### src/rtl/if_stage_pkg.sv
// if_stage_pkg: shared encodings, vectors and IF/ID record for the fetch stage.
package if_stage_pkg;

    localparam logic [2:0] PCSRC_SEQ = 3'b000;
    localparam logic [2:0] PCSRC_J   = 3'b010;
    localparam logic [2:0] PCSRC_JR  = 3'b011;
    localparam logic [2:0] PCSRC_IRQ = 3'b100;
    localparam logic [2:0] PCSRC_EXC = 3'b101;

    localparam logic [31:0] RESET_VECTOR = 32'h8000_0000;
    localparam logic [31:0] ILLOP        = 32'h8000_0004;
    localparam logic [31:0] XADR         = 32'h8000_0008;
    localparam logic [31:0] NOP          = 32'h0000_0000;

    typedef struct packed {
        logic [31:0] instr;
        logic [31:0] pc_plus4;
        logic        valid;
    } ifid_t;

    localparam ifid_t IFID_RESET = '{instr: NOP, pc_plus4: RESET_VECTOR, valid: 1'b0};

    // Bit 31 is the kernel bit; the increment may wrap bits 30:0 but never touches it.
    function automatic logic [31:0] seq_pc_of(input logic [31:0] pc);
        return {pc[31], pc[30:0] + 31'd4};
    endfunction

    function automatic logic is_redirect(input logic [2:0] sel);
        return sel == PCSRC_J || sel == PCSRC_JR || sel == PCSRC_IRQ || sel == PCSRC_EXC;
    endfunction

endpackage

### src/rtl/pc_next_mux.sv
// pc_next_mux: combinational next-PC priority select and IF/ID flush decision.
module pc_next_mux
    import if_stage_pkg::*;
(
    input  logic [31:0] pc_i,
    input  logic [25:0] j_index_i,
    input  logic [3:0]  j_region_i,
    input  logic [2:0]  pcsrc_i,
    input  logic [31:0] jr_target_i,
    input  logic        br_taken_i,
    input  logic [31:0] br_target_i,
    input  logic        stall_i,
    output logic [31:0] next_pc_o,
    output logic [31:0] seq_pc_o,
    output logic        flush_o
);
    logic [31:0] j_pc, jr_pc, sel_pc;

    assign seq_pc_o = seq_pc_of(pc_i);
    assign j_pc     = {j_region_i, j_index_i, 2'b00};
    // User code cannot enter kernel space through jr; only a kernel PC may keep bit 31.
    assign jr_pc    = {pc_i[31] & jr_target_i[31], jr_target_i[30:0]};

    always_comb begin
        sel_pc = pcsrc_i == PCSRC_IRQ ? ILLOP :
                 pcsrc_i == PCSRC_EXC ? XADR :
                 pcsrc_i == PCSRC_J   ? j_pc :
                 pcsrc_i == PCSRC_JR  ? jr_pc : seq_pc_o;
        next_pc_o = br_taken_i ? br_target_i : stall_i ? pc_i : sel_pc;
    end

    assign flush_o = br_taken_i | (~stall_i & is_redirect(pcsrc_i));

endmodule

### src/rtl/if_stage.sv
// if_stage: PC register, IF/ID pipeline register and pending-interrupt latch.
// Define IF_IRQ_SYNC_EN to pass irq_in through a two-flop synchronizer first.
module if_stage
    import if_stage_pkg::*;
(
    input  logic        clk,
    input  logic        reset,
    output logic [31:0] imem_addr,
    input  logic [31:0] imem_data,
    input  logic [2:0]  pcsrc,
    input  logic [31:0] jr_target,
    input  logic        br_taken,
    input  logic [31:0] br_target,
    input  logic        stall,
    input  logic        irq_in,
    output logic [31:0] ifid_instr,
    output logic [31:0] ifid_pc_plus4,
    output logic        ifid_valid,
    output logic        irq_to_id
);
    logic [31:0] pc_q, pc_d, seq_pc;
    logic        flush, irq_src, pend_q, pend_d;
    ifid_t       ifid_q, ifid_d;

    pc_next_mux u_pc_next_mux (
        .pc_i        (pc_q),
        .j_index_i   (ifid_q.instr[25:0]),
        .j_region_i  (ifid_q.pc_plus4[31:28]),
        .pcsrc_i     (pcsrc),
        .jr_target_i (jr_target),
        .br_taken_i  (br_taken),
        .br_target_i (br_target),
        .stall_i     (stall),
        .next_pc_o   (pc_d),
        .seq_pc_o    (seq_pc),
        .flush_o     (flush)
    );

`ifdef IF_IRQ_SYNC_EN
    logic [1:0] sync_q;
    always_ff @(posedge clk or negedge reset)
        if (!reset) sync_q <= 2'b00;
        else        sync_q <= {sync_q[0], irq_in};
    assign irq_src = sync_q[1];
`else
    assign irq_src = irq_in;
`endif

    // A flush keeps pc_plus4 so a later j still sees the region of the squashed slot.
    always_comb begin
        ifid_d = ifid_q;
        if (flush) begin
            ifid_d.instr = NOP;
            ifid_d.valid = 1'b0;
        end else if (!stall) begin
            ifid_d = '{instr: imem_data, pc_plus4: seq_pc, valid: 1'b1};
        end
    end

    assign pend_d = (pcsrc == PCSRC_IRQ && !stall) ? 1'b0 : pend_q | irq_src;

    always_ff @(posedge clk or negedge reset)
        if (!reset) begin
            pc_q   <= RESET_VECTOR;
            ifid_q <= IFID_RESET;
            pend_q <= 1'b0;
        end else begin
            pc_q   <= pc_d;
            ifid_q <= ifid_d;
            pend_q <= pend_d;
        end

    assign imem_addr     = pc_q;
    assign ifid_instr    = ifid_q.instr;
    assign ifid_pc_plus4 = ifid_q.pc_plus4;
    assign ifid_valid    = ifid_q.valid;
    // Masked during stall so a held instruction never presents the request twice.
    assign irq_to_id     = pend_q & ifid_q.valid & ~ifid_q.pc_plus4[31] & ~stall;

endmodule

### config.mk
export PLATFORM = sky130hd
export DESIGN_NAME = if_stage
export DESIGN_NICKNAME = d
export VERILOG_FILES = /design/src/rtl/if_stage_pkg.sv /design/src/rtl/pc_next_mux.sv /design/src/rtl/if_stage.sv
export SDC_FILE = /design/constraint.sdc
export NUM_CORES = 1
export LEC_CHECK = 0
export CAP_MARGIN = 0
export CORE_MARGIN = 2
export CORE_UTILIZATION = 35
export DETAILED_ROUTE_END_ITERATION = 7
export GPL_ROUTABILITY_DRIVEN = 0
export PLACE_DENSITY_LB_ADDON = 0.12
export SLEW_MARGIN = 0
export SYNTH_ARGS = -nofsm -noshare
export SYNTH_HDL_FRONTEND = slang
export SYNTH_HIERARCHICAL = 1
export SYNTH_SLANG_ARGS = --single-unit
### constraint.sdc
create_clock -name clk -period 3.3 [get_ports clk]
set_input_delay 0.33 -clock clk [delete_from_list [all_inputs] [get_ports clk]]
set_output_delay 0.33 -clock clk [all_outputs]
set_load 0.02 [all_outputs]
* Word level (Yosys, flattened, before mapping) *
Cells that the tools add are included.

operators by class
  $add $sub $neg = 1
  equal/unequal tests = 6
  muxes and demuxes = 10
  bitwise logic cells = 10
  reductions and logical operators = 8

operators with widths
  kind                                                                   number
  32-bit 2-to-1 mux                                                      7
  65-bit 2-to-1 mux                                                      1
  31-bit by 3-bit adder with 31-bit output, second input constant        1
  3-bit by 2-bit equality test with 1-bit output, second input constant  2
  3-bit equality test, second input constant                             2
  1-bit bitwise AND                                                      5
  5-bit nonzero test                                                     1
  2-bit AND reduction                                                    2
  1-bit logical OR                                                       3
  1-bit inverter                                                         3
  1-bit 2-to-1 mux                                                       2
  2-bit by 1-bit != test with 1-bit output, second input constant        1
  2-bit != test, second input constant                                   1
  1-bit bitwise OR                                                       2
  1-bit logical AND                                                      1
  1-bit zero test                                                        1

word-level totals
  register bits = 98
  bits of input ports = 104

* Logic depth before layout (Yosys ltp) *
Gate-level depths: netlist of the first run.

  depth in word-level cells = 8
  depth in mapped cells = 10

* By module *
The synthesis of the first run kept the hierarchy.

by module, submodules not included
  module       times used  cells each  area each (sq um)  sequential area each (sq um)
  if_stage     1           212         3535.9             2454.9
  pc_next_mux  1           351         2218.4             0.0

* Worst setup path before layout of the first run *
No wires, ideal clock.

  kind = in2reg
  start point = input port pcsrc[0]
  end point = register ifid_q, in the netlist ifid_pc_plus4[10]
  setup time = 0.125 ns
  arrival time = 2.233 ns
  required time = 3.175 ns
  setup slack = 0.942 ns
  stages on the path = 10
  path buffers = 4
  path through = clkbuf_1 > clkbuf_1 > nor2_1 > nor2_1 > o21ai_0 > nand2b_1 > buf_2 > nor2_8 > buf_12 > mux2_4

on the way
  word-level cells in the longest chain between the ends = 8
  elaborated cells on any way between the ends = 11
  classes of those cells = eq/ne (4); bitwise (3); reduce/logical (4)

RTL lines
  item                                            line                source
  start, declared                                 if_stage.sv:10      input logic [2:0] pcsrc,
  3-bit by 2-bit equality test with 1-bit output  if_stage_pkg.sv:29  return sel == PCSRC_J || sel == PCSRC_JR || sel == PCSRC_IRQ || sel == PCSRC_EXC;
  1-bit logical OR (2 in a row)                   if_stage_pkg.sv:29
  1-bit logical OR *                              if_stage_pkg.sv:29
  1-bit bitwise AND *                             pc_next_mux.sv:32   assign flush_o = br_taken_i | (~stall_i & is_redirect(pcsrc_i));
  1-bit bitwise OR *                              pc_next_mux.sv:32
  named net flush                                 if_stage.sv:22      logic flush, irq_src, pend_q, pend_d;
  1-bit inverter (no line) *                      --
  2-bit AND reduction (no line) *                 --
  end signal, assigned                            if_stage.sv:69      ifid_q <= ifid_d;
  end, declared                                   if_stage.sv:23      ifid_t ifid_q, ifid_d;

The timed path passes the listed nets; every way through them passes the cells marked *.
A chain may end at the register's enable or synchronous reset.

* Worst setup path in the final report of the first run *
  start point = register pc_q[2] (netlist: imem_addr[2])
  end point = register pc_q[30] (netlist: imem_addr[30])

on the way
  word-level cells in the longest chain between the ends = 7

RTL lines
  item                                      line                source
  start, declared                           if_stage.sv:21      logic [31:0] pc_q, pc_d, seq_pc;
  start signal, assigned                    if_stage.sv:68      pc_q <= pc_d;
  31-bit by 3-bit adder with 31-bit output  if_stage_pkg.sv:25  return {pc[31], pc[30:0] + 31'd4};
  named net seq_pc[30]                      if_stage.sv:21
  32-bit 2-to-1 mux                         pc_next_mux.sv:28   pcsrc_i == PCSRC_JR ? jr_pc : seq_pc_o;
  32-bit 2-to-1 mux                         pc_next_mux.sv:27   pcsrc_i == PCSRC_J ? j_pc :
  32-bit 2-to-1 mux                         pc_next_mux.sv:26   pcsrc_i == PCSRC_EXC ? XADR :
  32-bit 2-to-1 mux                         pc_next_mux.sv:25   sel_pc = pcsrc_i == PCSRC_IRQ ? ILLOP :
  32-bit 2-to-1 mux (2 in a row)            pc_next_mux.sv:29   next_pc_o = br_taken_i ? br_target_i : stall_i ? pc_i : sel_pc;
  named net pc_d[30]                        if_stage.sv:21

The timed path passes the listed nets, and every way through them passes these cells. The select of a mux whose other input is x is not followed.

==> out/qor.txt, run 1 <==
Yosys cell types: 60
Clock Latency Late Sink: 0.35 ns
worst-margin pin slew: 0.760 ns
Net Count, Synth: 669
Syn Std Cell Area: 5750 um2
Warnings, synthesis: 6
Detailed Routing Iterations Pass 1: 5
routed vias: 5105
final wirelength: 19300 um
FP Rows: 46
power per cell area: 476 nW/um2
vias in the first global route: 5186
kind of critical path: register to register
Worst setup startpoint: imem_addr[2]
width of the die: 132 um
full die area: 17500 um2
share of layout cells above drive strength 1: 0.113
Hold WC Path Type: input port to asynchronous set/reset pin
setup TNS: 0 ns
endpoint class of the critical path: register
H-tree depth: 3
Final Setup Violations: 0
Post-CTS Setup Repair Bufs: 0
largest net degree at the start of global routing: 56
Worst-path clk slew: 0.07 ns
TritonCTS clock tree: built
Root Driver: clkbuf_16
minimum clock period: 2.57 ns
Post-synth EDFFs: 0
crit path DAT: 2.80 ns
CP peak stage delay: 0.59 ns
post-route cell area: 8200 um2
placed inst area: 7880 um2
ys async rst share: 1.00
Hold Vio Cnt, Final: 0
diodes inserted: 0
status: finished, final reports clean
fin crit share: 0.778
NumNets Final: 851
remaining antenna violation count: 0
worst endpoint required time: 3.53 ns
Inst Count DP: 950
initial antenna violation count: 0
Starting Density: 0.360
core area: 16000 um2
Post-Syn Instances: 563
wire per inst: 20.0 um
predominant post-synthesis flop cell: dfrtp_1
Vias/cell: 5.28
global-route wire length before repair: 30000 um
startpoint types: register
worst reg2reg path startpoint: imem_addr[2]
worst path cell trace: ha_1, nand4_1, or3_4, nor4_4, xor2_2, o31a_1
clock buffer depth: 2
CP max FO: 10
DR DRC count: 0
Final HPWL DP: 14400 um
Crit-path slowest cell: dfrtp_1
io pins: 202
Stages on worst setup path: 6
clock sink count: 98
TritonCTS Buffers: 9
Buffers on Ports: 201
post-synthesis register bit count: 98
die height: 132 um
worst rel slew slack: 0.494
Worst Clk Skew: 0.0107 ns
Reg2Reg Depth: 6
Leak: 3.59 nW
Buf/Inv on CP: 0
initial drt markers: 379
Syn Area/Cell: 10.2 um2
Final Instance Count excl. Fillers: 966
post-synthesis sequential area ratio: 0.427
Slew Limit Fails: 0
commonest non-fill, non-tap cell in the layout: clkdlybuf4s50_1
Max-Cap Viols: 0
peak supply drop: 235 uV
Fmax: 390 MHz
R2R Setup Slk: 0.73 ns
total track usage: 0.221
most frequent cells in the layout: clkdlybuf4s50_1 (197), dfrtp_1 (96), mux2i_1 (62), nand2_1 (58), nor2_1 (55)
cts repair resizes: 0
CP endpoint: imem_addr[30]
Crit path max-delay family: simple AND/OR/NAND/NOR gates
total gr overflow: 0
hold buffer count at cts: 0
Area Overhead vs Synth: 42.5%
RSZ-0062 raised after global routing: false
reg2reg end: imem_addr[30]
worst min path at each step:
stage | end | slack (ns) | cells after the start
6_report | imem_addr[10] | 0.02 | 1
5_1_grt | imem_addr[10] | 0.08 | 1
4_1_cts | imem_addr[10] | 0.06 | 1
3_5_place_dp | imem_addr[10] | 0.44 | 1
3_3_place_gp | imem_addr[8] | 0.42 | 1
2_1_floorplan | ifid_instr[0] | 0.03 | 0
synthesized netlist by cell type (all sizes together), types with 6 or more instances:
master / instances / area share
dfrtp: 96 / 0.42
mux2i: 62 / 0.11
nand2: 58 / 0.038
nor2: 56 / 0.039
mux2: 37 / 0.092
a21oi: 23 / 0.020
clkbuf: 23 / 0.015
o21ai: 23 / 0.020
buf: 21 / 0.030
and3: 15 / 0.016
nand3: 14 / 0.013
xor2: 12 / 0.020
nor3: 9 / 0.0078
nor4: 9 / 0.012
xnor2: 9 / 0.014
inv: 8 / 0.0052
nand4: 6 / 0.0091
o211ai: 6 / 0.0078
o31ai: 6 / 0.010
routing by layer:
layer	up-vias	global-route usage	part of all wire	wire (um)
li1	2381	-	-	-
met2	224	0.347	0.46	8880
met4	0	0.0717	0.020	388
met5	-	0	0	0
met3	24	0.0592	0.083	1610
met1	2476	0.299	0.44	8420
metrics by stage:
step	hold slack, ns	power (mW)	util	worst slack (ns)
floorplan	0.0344	2.16	-	0.942
global placement	0.424	2.77	0.492	0.593
detailed placement	0.439	2.78	0.492	0.459
CTS	0.0582	3.94	0.512	0.742
global route	0.0786	4.07	0.512	0.584
finish	0.0192	3.90	0.512	0.734
worst reg2reg max path: stages (launching register included):
cell     delay [ns]
dfrtp_1        0.59
ha_1           0.30
nand4_1        0.28
or3_4          0.48
nor4_4         0.38
xor2_2         0.12
o31a_1         0.30
cells by family after synthesis:
group	count (synthesis)	share of synthesized area
xor+xnor	21	0.0333
fa+ha+maj	2	0.00435
compound gates	98	0.116
flops	98	0.427
mux	99	0.200
buf+inv	52	0.0507
simple gates	193	0.169
cell type report:
class / instances / area [um2]
flip-flops and latches: 98 / 2450
fillers: 1494 / 7800
repair buffers: 215 / 2110
clock buffers: 9 / 225
multi-input cells: 413 / 3010
inverters: 8 / 30.0
clock inverters: 7 / 93.8
well taps: 216 / 270
where the power goes:
part           leakage (nW)  switching, mW  total [mW]  internal [mW]
clock                 0.151          0.487        1.15          0.664
sequential             1.24          0.180        1.54           1.36
combinational          2.21          0.563        1.21          0.645
sequential cells by signal (all words and copies together) (netlist names):
name           flops
ifid_instr        32
pend_q             1
imem_addr         32
ifid_valid         1
ifid_pc_plus4     32
Note: power is estimated with default switching activity, not from simulation.
==> run 2: changes to the inputs <==
==> constraint.sdc (replaced) <==
create_clock -name clk -period 2.4 [get_ports clk]
set_input_delay 0.24 -clock clk [delete_from_list [all_inputs] [get_ports clk]]
set_output_delay 0.24 -clock clk [all_outputs]
set_load 0.02 [all_outputs]
==> run 2 against run 1 <==
Against the previous run: clock power increased by 36%; design area up 3.1%; critical endpoint is now imem_addr[21]; global-route usage up 0.12 points.
==> out/qor.txt, run 2 (synthesized netlist as in run 1, its figures left out) <==
status: finished, final reports clean (unchanged)
minimum clock period: 2.18 ns (was 2.57 ns)
peak supply drop: 377 uV (was 235 uV)
Max-Cap Viols: 0 (unchanged)
endpoint class of the critical path: register (unchanged)
post-route cell area: 8450 um2 (was 8200 um2)
crit path DAT: 2.40 ns (was 2.80 ns)
total gr overflow: 0 (unchanged)
clock sink count: 98 (unchanged)
CP max FO: 8 (was 10)
Buf/Inv on CP: 2 (was 0)
Hold Vio Cnt, Final: 0 (unchanged)
RSZ-0062 raised after global routing: false (unchanged)
TritonCTS clock tree: built (unchanged)
vias in the first global route: 5339 (was 5186)
Fmax: 460 MHz (was 390 MHz)
startpoint types: register (unchanged)
largest net degree at the start of global routing: 53 (was 56)
CP peak stage delay: 0.52 ns (was 0.59 ns)
commonest non-fill, non-tap cell in the layout: clkdlybuf4s50_1 (unchanged)
fin crit share: 0.907 (was 0.778)
Detailed Routing Iterations Pass 1: 8 (was 5)
Worst Clk Skew: 0.00965 ns (was 0.0107 ns)
worst endpoint required time: 2.63 ns (was 3.53 ns)
final wirelength: 19300 um (about the same)
initial drt markers: 430 (was 379)
most frequent cells in the layout: clkdlybuf4s50_1 (197), dfrtp_1 (96), mux2i_1 (62), nand2_1 (58), nor2_1 (55) (unchanged)
global-route wire length before repair: 30400 um (was 30000 um)
Starting Density: 0.360 (unchanged)
H-tree depth: 3 (unchanged)
NumNets Final: 879 (was 851)
Final HPWL DP: 14700 um (was 14400 um)
width of the die: 132 um (unchanged)
share of layout cells above drive strength 1: 0.140 (was 0.113)
Area Overhead vs Synth: 46.9% (was 42.5%)
clock buffer depth: 2 (unchanged)
placed inst area: 8130 um2 (was 7880 um2)
worst path cell trace: nand4_4, buf_4, nor3_1, buf_4, nand4_1, xnor2_1, a221o_1 (was ha_1, nand4_1, or3_4, nor4_4, xor2_2, o31a_1)
TritonCTS Buffers: 9 (unchanged)
remaining antenna violation count: 0 (unchanged)
power per cell area: 639 nW/um2 (was 476 nW/um2)
Crit-path slowest cell: dfrtp_1 (unchanged)
io pins: 202 (unchanged)
Root Driver: clkbuf_16 (unchanged)
Final Setup Violations: 0 (unchanged)
most used cell, CP: buf_4
worst rel slew slack: 0.496 (was 0.494)
setup TNS: 0 ns (unchanged)
die height: 132 um (unchanged)
Slew Limit Fails: 0 (unchanged)
Leak: 3.74 nW (was 3.59 nW)
total track usage: 0.223 (was 0.221)
Crit path max-delay family: simple AND/OR/NAND/NOR gates (unchanged)
worst-margin pin slew: 0.756 ns (was 0.760 ns)
initial antenna violation count: 1 (was 0)
fillcell total: 1498 (was 1494)
FP Rows: 46 (unchanged)
Vias/cell: 5.21 (was 5.28)
Hold WC Path Type: input port to register (was input port to asynchronous set/reset pin)
wire per inst: 19.4 um (was 20.0 um)
routed vias: 5178 (was 5105)
core area: 16000 um2 (unchanged)
Worst-path clk slew: 0.07 ns (about the same)
Clock Latency Late Sink: 0.35 ns (about the same)
DR DRC count: 0 (unchanged)
Buffers on Ports: 201 (unchanged)
kind of critical path: register to register (unchanged)
full die area: 17500 um2 (unchanged)
==> run 2: power by group <==
part           switching (mW)  internal, mW
Sequential              0.219          1.88
Combinational           0.808         0.934
Clock                   0.632         0.930
Total                    1.66          3.74
==> run 2: metrics by stage <==
step | hold WS [ns] | power (mW) | setup WS (ns) | util | cells
final | 0.271 | 5.40 | 0.224 | 0.528 | 993
after global routing | 0.298 | 5.65 | 0.102 | 0.528 | 993
after CTS | 0.261 | 5.45 | 0.249 | 0.528 | 992
after detailed placement | 0.356 | 3.87 | 0.144 | 0.508 | 977
after global placement | 0.347 | 3.85 | 0.198 | 0.508 | 977
after floorplan | -0.0556 | 2.97 | 0.132 | - | 563
==> run 2: final cells by class <==
type                            instances  area [um2]  share of cell area
Antenna cell                            1        2.50            0.000296
Clock buffer                           11         243              0.0287
Clock inverter                          3        65.1             0.00770
Inverter                                8        30.0             0.00355
Multi-Input combinational cell        413        3010               0.356
Sequential cell                        98        2450               0.290
Tap cell                              216         270              0.0320
Timing Repair Buffer                  243        2380               0.281
==> run 2: tightest hold or removal path, delay by kind of cell <==
| kind | cells | cell delay, ns |
|---|---|---|
| buf+inv | 1 | 0.17 |
| compound gates | 1 | 0.08 |
| simple gates | 1 | 0.08 |
==> run 2: worst paths after layout <==
kind	slack, ns	startpoint	cells past startpoint	to
worst max register to register	0.22	imem_addr[9]	7	imem_addr[21]
worst min-delay path	0.27	br_taken	3	imem_addr[24]
max in group asynchronous	1.07	reset	3	imem_addr[1]
worst max-delay path	0.22	imem_addr[9]	7	imem_addr[21]
min in group asynchronous	0.49	reset	2	ifid_pc_plus4[9]
worst min register to register	0.51	ifid_pc_plus4[13]	1	ifid_pc_plus4[13]
==> run 2: per-layer routing <==
layer | up-vias | part of all wire | global-route usage
met5 | - | 0 | 0
met4 | 0 | 0.019 | 0.0777
met3 | 28 | 0.079 | 0.0573
met2 | 221 | 0.45 | 0.345
met1 | 2496 | 0.45 | 0.303
li1 | 2433 | - | -
==> run 2: what timing repair did <==
action | in CTS | in global routing
buffers inserted | 0 | 0
resized for setup | 0 | 0
endpoints found under the hold margin | 46 | 0
hold buffers | 1 | 0
==> run 3: changes to the inputs <==
--- a/config.mk
+++ b/config.mk
@@ -10,7 +10,7 @@
 export CORE_UTILIZATION = 35
 export DETAILED_ROUTE_END_ITERATION = 7
 export GPL_ROUTABILITY_DRIVEN = 0
-export PLACE_DENSITY_LB_ADDON = 0.12
+export PLACE_DENSITY_LB_ADDON = 0.25
 export SLEW_MARGIN = 0
 export SYNTH_ARGS = -nofsm -noshare
 export SYNTH_HDL_FRONTEND = slang
==> run 3 against run 2 <==
Against the previous run: flip-flop and latch count unchanged; critical path type unchanged; worst setup slack lost 0.052 ns; via count down 0.15%; clock skew is essentially flat; global-route usage about the same; core utilization shrank 0.32 points; die area unchanged.
==> out/qor.txt, run 3 (synthesized netlist as in run 1, its figures left out) <==
status: finished, final reports clean (unchanged)
most frequent cells in the layout: clkdlybuf4s50_1 (197), dfrtp_1 (96), mux2i_1 (62), nand2_1 (58), nor2_1 (55) (unchanged)
global-route wire length before repair: 30600 um (was 30400 um)
H-tree depth: 3 (unchanged)
Hold Vio Cnt, Final: 0 (unchanged)
core area: 16000 um2 (unchanged)
kind of critical path: register to register (unchanged)
crit path DAT: 2.47 ns (was 2.40 ns)
endpoint class of the critical path: register (unchanged)
largest net degree at the start of global routing: 48 (was 53)
peak supply drop: 308 uV (was 377 uV)
Leak: 3.71 nW (was 3.74 nW)
routed vias: 5170 (was 5178)
commonest non-fill, non-tap cell in the layout: clkdlybuf4s50_1 (unchanged)
Clock Latency Late Sink: 0.36 ns (was 0.35 ns)
Final HPWL DP: 15000 um (was 14700 um)
vias in the first global route: 5398 (was 5339)
Crit-path slowest cell: dfrtp_1 (unchanged)
worst-margin pin slew: 0.528 ns (was 0.756 ns)
io pins: 202 (unchanged)
Vias/cell: 5.22 (was 5.21)
Worst Clk Skew: 0.00930 ns (was 0.00965 ns)
TritonCTS clock tree: built (unchanged)
wire per inst: 19.7 um (was 19.4 um)
Area Overhead vs Synth: 46.0% (was 46.9%)
Post-CTS Setup Repair Bufs: 0 (unchanged)
register area: 2450 um2 (unchanged)
cts repair resizes: 0 (unchanged)
initial antenna violation count: 2 (was 1)
final wirelength: 19500 um (was 19300 um)
CP peak stage delay: 0.47 ns (was 0.52 ns)
full die area: 17500 um2 (unchanged)
Detailed Routing Iterations Pass 1: 5 (was 8)
fin crit share: 0.928 (was 0.907)
Starting Density: 0.360 (unchanged)
Root Driver: clkbuf_16 (unchanged)
initial drt markers: 381 (was 430)
fillcell total: 1474 (was 1498)
worst path cell trace: ha_1, nand4_1, buf_4, nor3_1, a21boi_0, or2_2, mux2_4 (was nand4_4, buf_4, nor3_1, buf_4, nand4_1, xnor2_1, a221o_1)
total track usage: 0.223 (about the same)
width of the die: 132 um (unchanged)
Hold WC Path Type: input port to register (unchanged)
power per cell area: 636 nW/um2 (was 639 nW/um2)
area taken by multi-input logic gates: 3010 um2 (unchanged)
worst endpoint required time: 2.64 ns (was 2.63 ns)
minimum clock period: 2.23 ns (was 2.18 ns)
FP Rows: 46 (unchanged)
worst rel slew slack: 0.643 (was 0.496)
TritonCTS Buffers: 9 (unchanged)
Buffers on Ports: 201 (unchanged)
overall power: 5.34 mW (was 5.40 mW)
clock sink count: 98 (unchanged)
Fmax: 449 MHz (was 460 MHz)
clock buffer depth: 2 (unchanged)
DR DRC count: 0 (unchanged)
share of layout cells above drive strength 1: 0.137 (was 0.140)
RSZ-0062 raised after global routing: false (unchanged)
startpoint types: register (unchanged)
total gr overflow: 0 (unchanged)
Max-Cap Viols: 0 (unchanged)
remaining antenna violation count: 0 (unchanged)
Slew Limit Fails: 0 (unchanged)
NumNets Final: 874 (was 879)
setup TNS: 0 ns (unchanged)
die height: 132 um (unchanged)
Final Setup Violations: 0 (unchanged)
Worst-path clk slew: 0.07 ns (about the same)
CP max FO: 7 (was 8)
[run 3: worst paths after layout]
| path | start | endpoint | slack [ns] | depth (start not counted) |
|---|---|---|---|---|
| setup / recovery | imem_addr[3] | ifid_pc_plus4[22] | 0.17 | 7 |
| hold / removal | br_taken | imem_addr[24] | 0.28 | 3 |
| setup reg to reg | imem_addr[3] | ifid_pc_plus4[22] | 0.17 | 7 |
| hold reg to reg | ifid_pc_plus4[3] | ifid_pc_plus4[3] | 0.51 | 1 |
| max in group asynchronous | reset | imem_addr[25] | 1.38 | 3 |
| min in group asynchronous | reset | ifid_instr[8] | 0.38 | 2 |
[run 3: cell type report]
cell class | count | share of cell area
flip-flops and latches | 98 | 0.292
clock inverters | 4 | 0.00611
clock buffers | 11 | 0.0301
diodes | 2 | 0.000596
well taps | 216 | 0.0322
multi-input cells | 413 | 0.358
inverters | 8 | 0.00357
repair buffers | 238 | 0.277
[run 3: where the power goes]
part | leakage [nW] | switching [mW] | internal, mW
sequential | 1.24 | 0.234 | 1.88
clock | 0.148 | 0.643 | 0.860
combinational | 2.33 | 0.804 | 0.924
[run 3: critical path, delay by kind of cell (launching register included)]
| kind | cells | cell delay (ns) |
|---|---|---|
| flops | 1 | 0.47 |
| mux | 1 | 0.25 |
| fa+ha+maj | 1 | 0.25 |
| simple gates | 3 | 0.78 |
| compound gates | 1 | 0.19 |
| buf+inv | 1 | 0.18 |
[run 3: through the flow]
| stage | hold WS, ns | utilization | instance area, um2 | std cells | setup WS (ns) |
|---|---|---|---|---|---|
| floorplan | -0.0556 | - | 5750 | 563 | 0.132 |
| global placement | 0.223 | 0.505 | 8080 | 972 | 0.190 |
| detailed placement | 0.233 | 0.505 | 8080 | 972 | 0.113 |
| CTS | 0.264 | 0.525 | 8400 | 988 | 0.242 |
| global route | 0.283 | 0.525 | 8400 | 990 | 0.00215 |
| finish | 0.281 | 0.525 | 8400 | 990 | 0.172 |
[run 3: what timing repair did]
item,in CTS,in global routing
setup endpoints to repair,0,0
hold buffers,1,0
endpoints found under the hold margin,31,0
[run 3: per-layer routing]
layer	GRT usage	vias up	routed length, um
li1	-	2436	-
met1	0.297	2486	8550
met2	0.364	228	9200
met3	0.0504	20	1460
met4	0.0675	0	307
met5	0	-	0
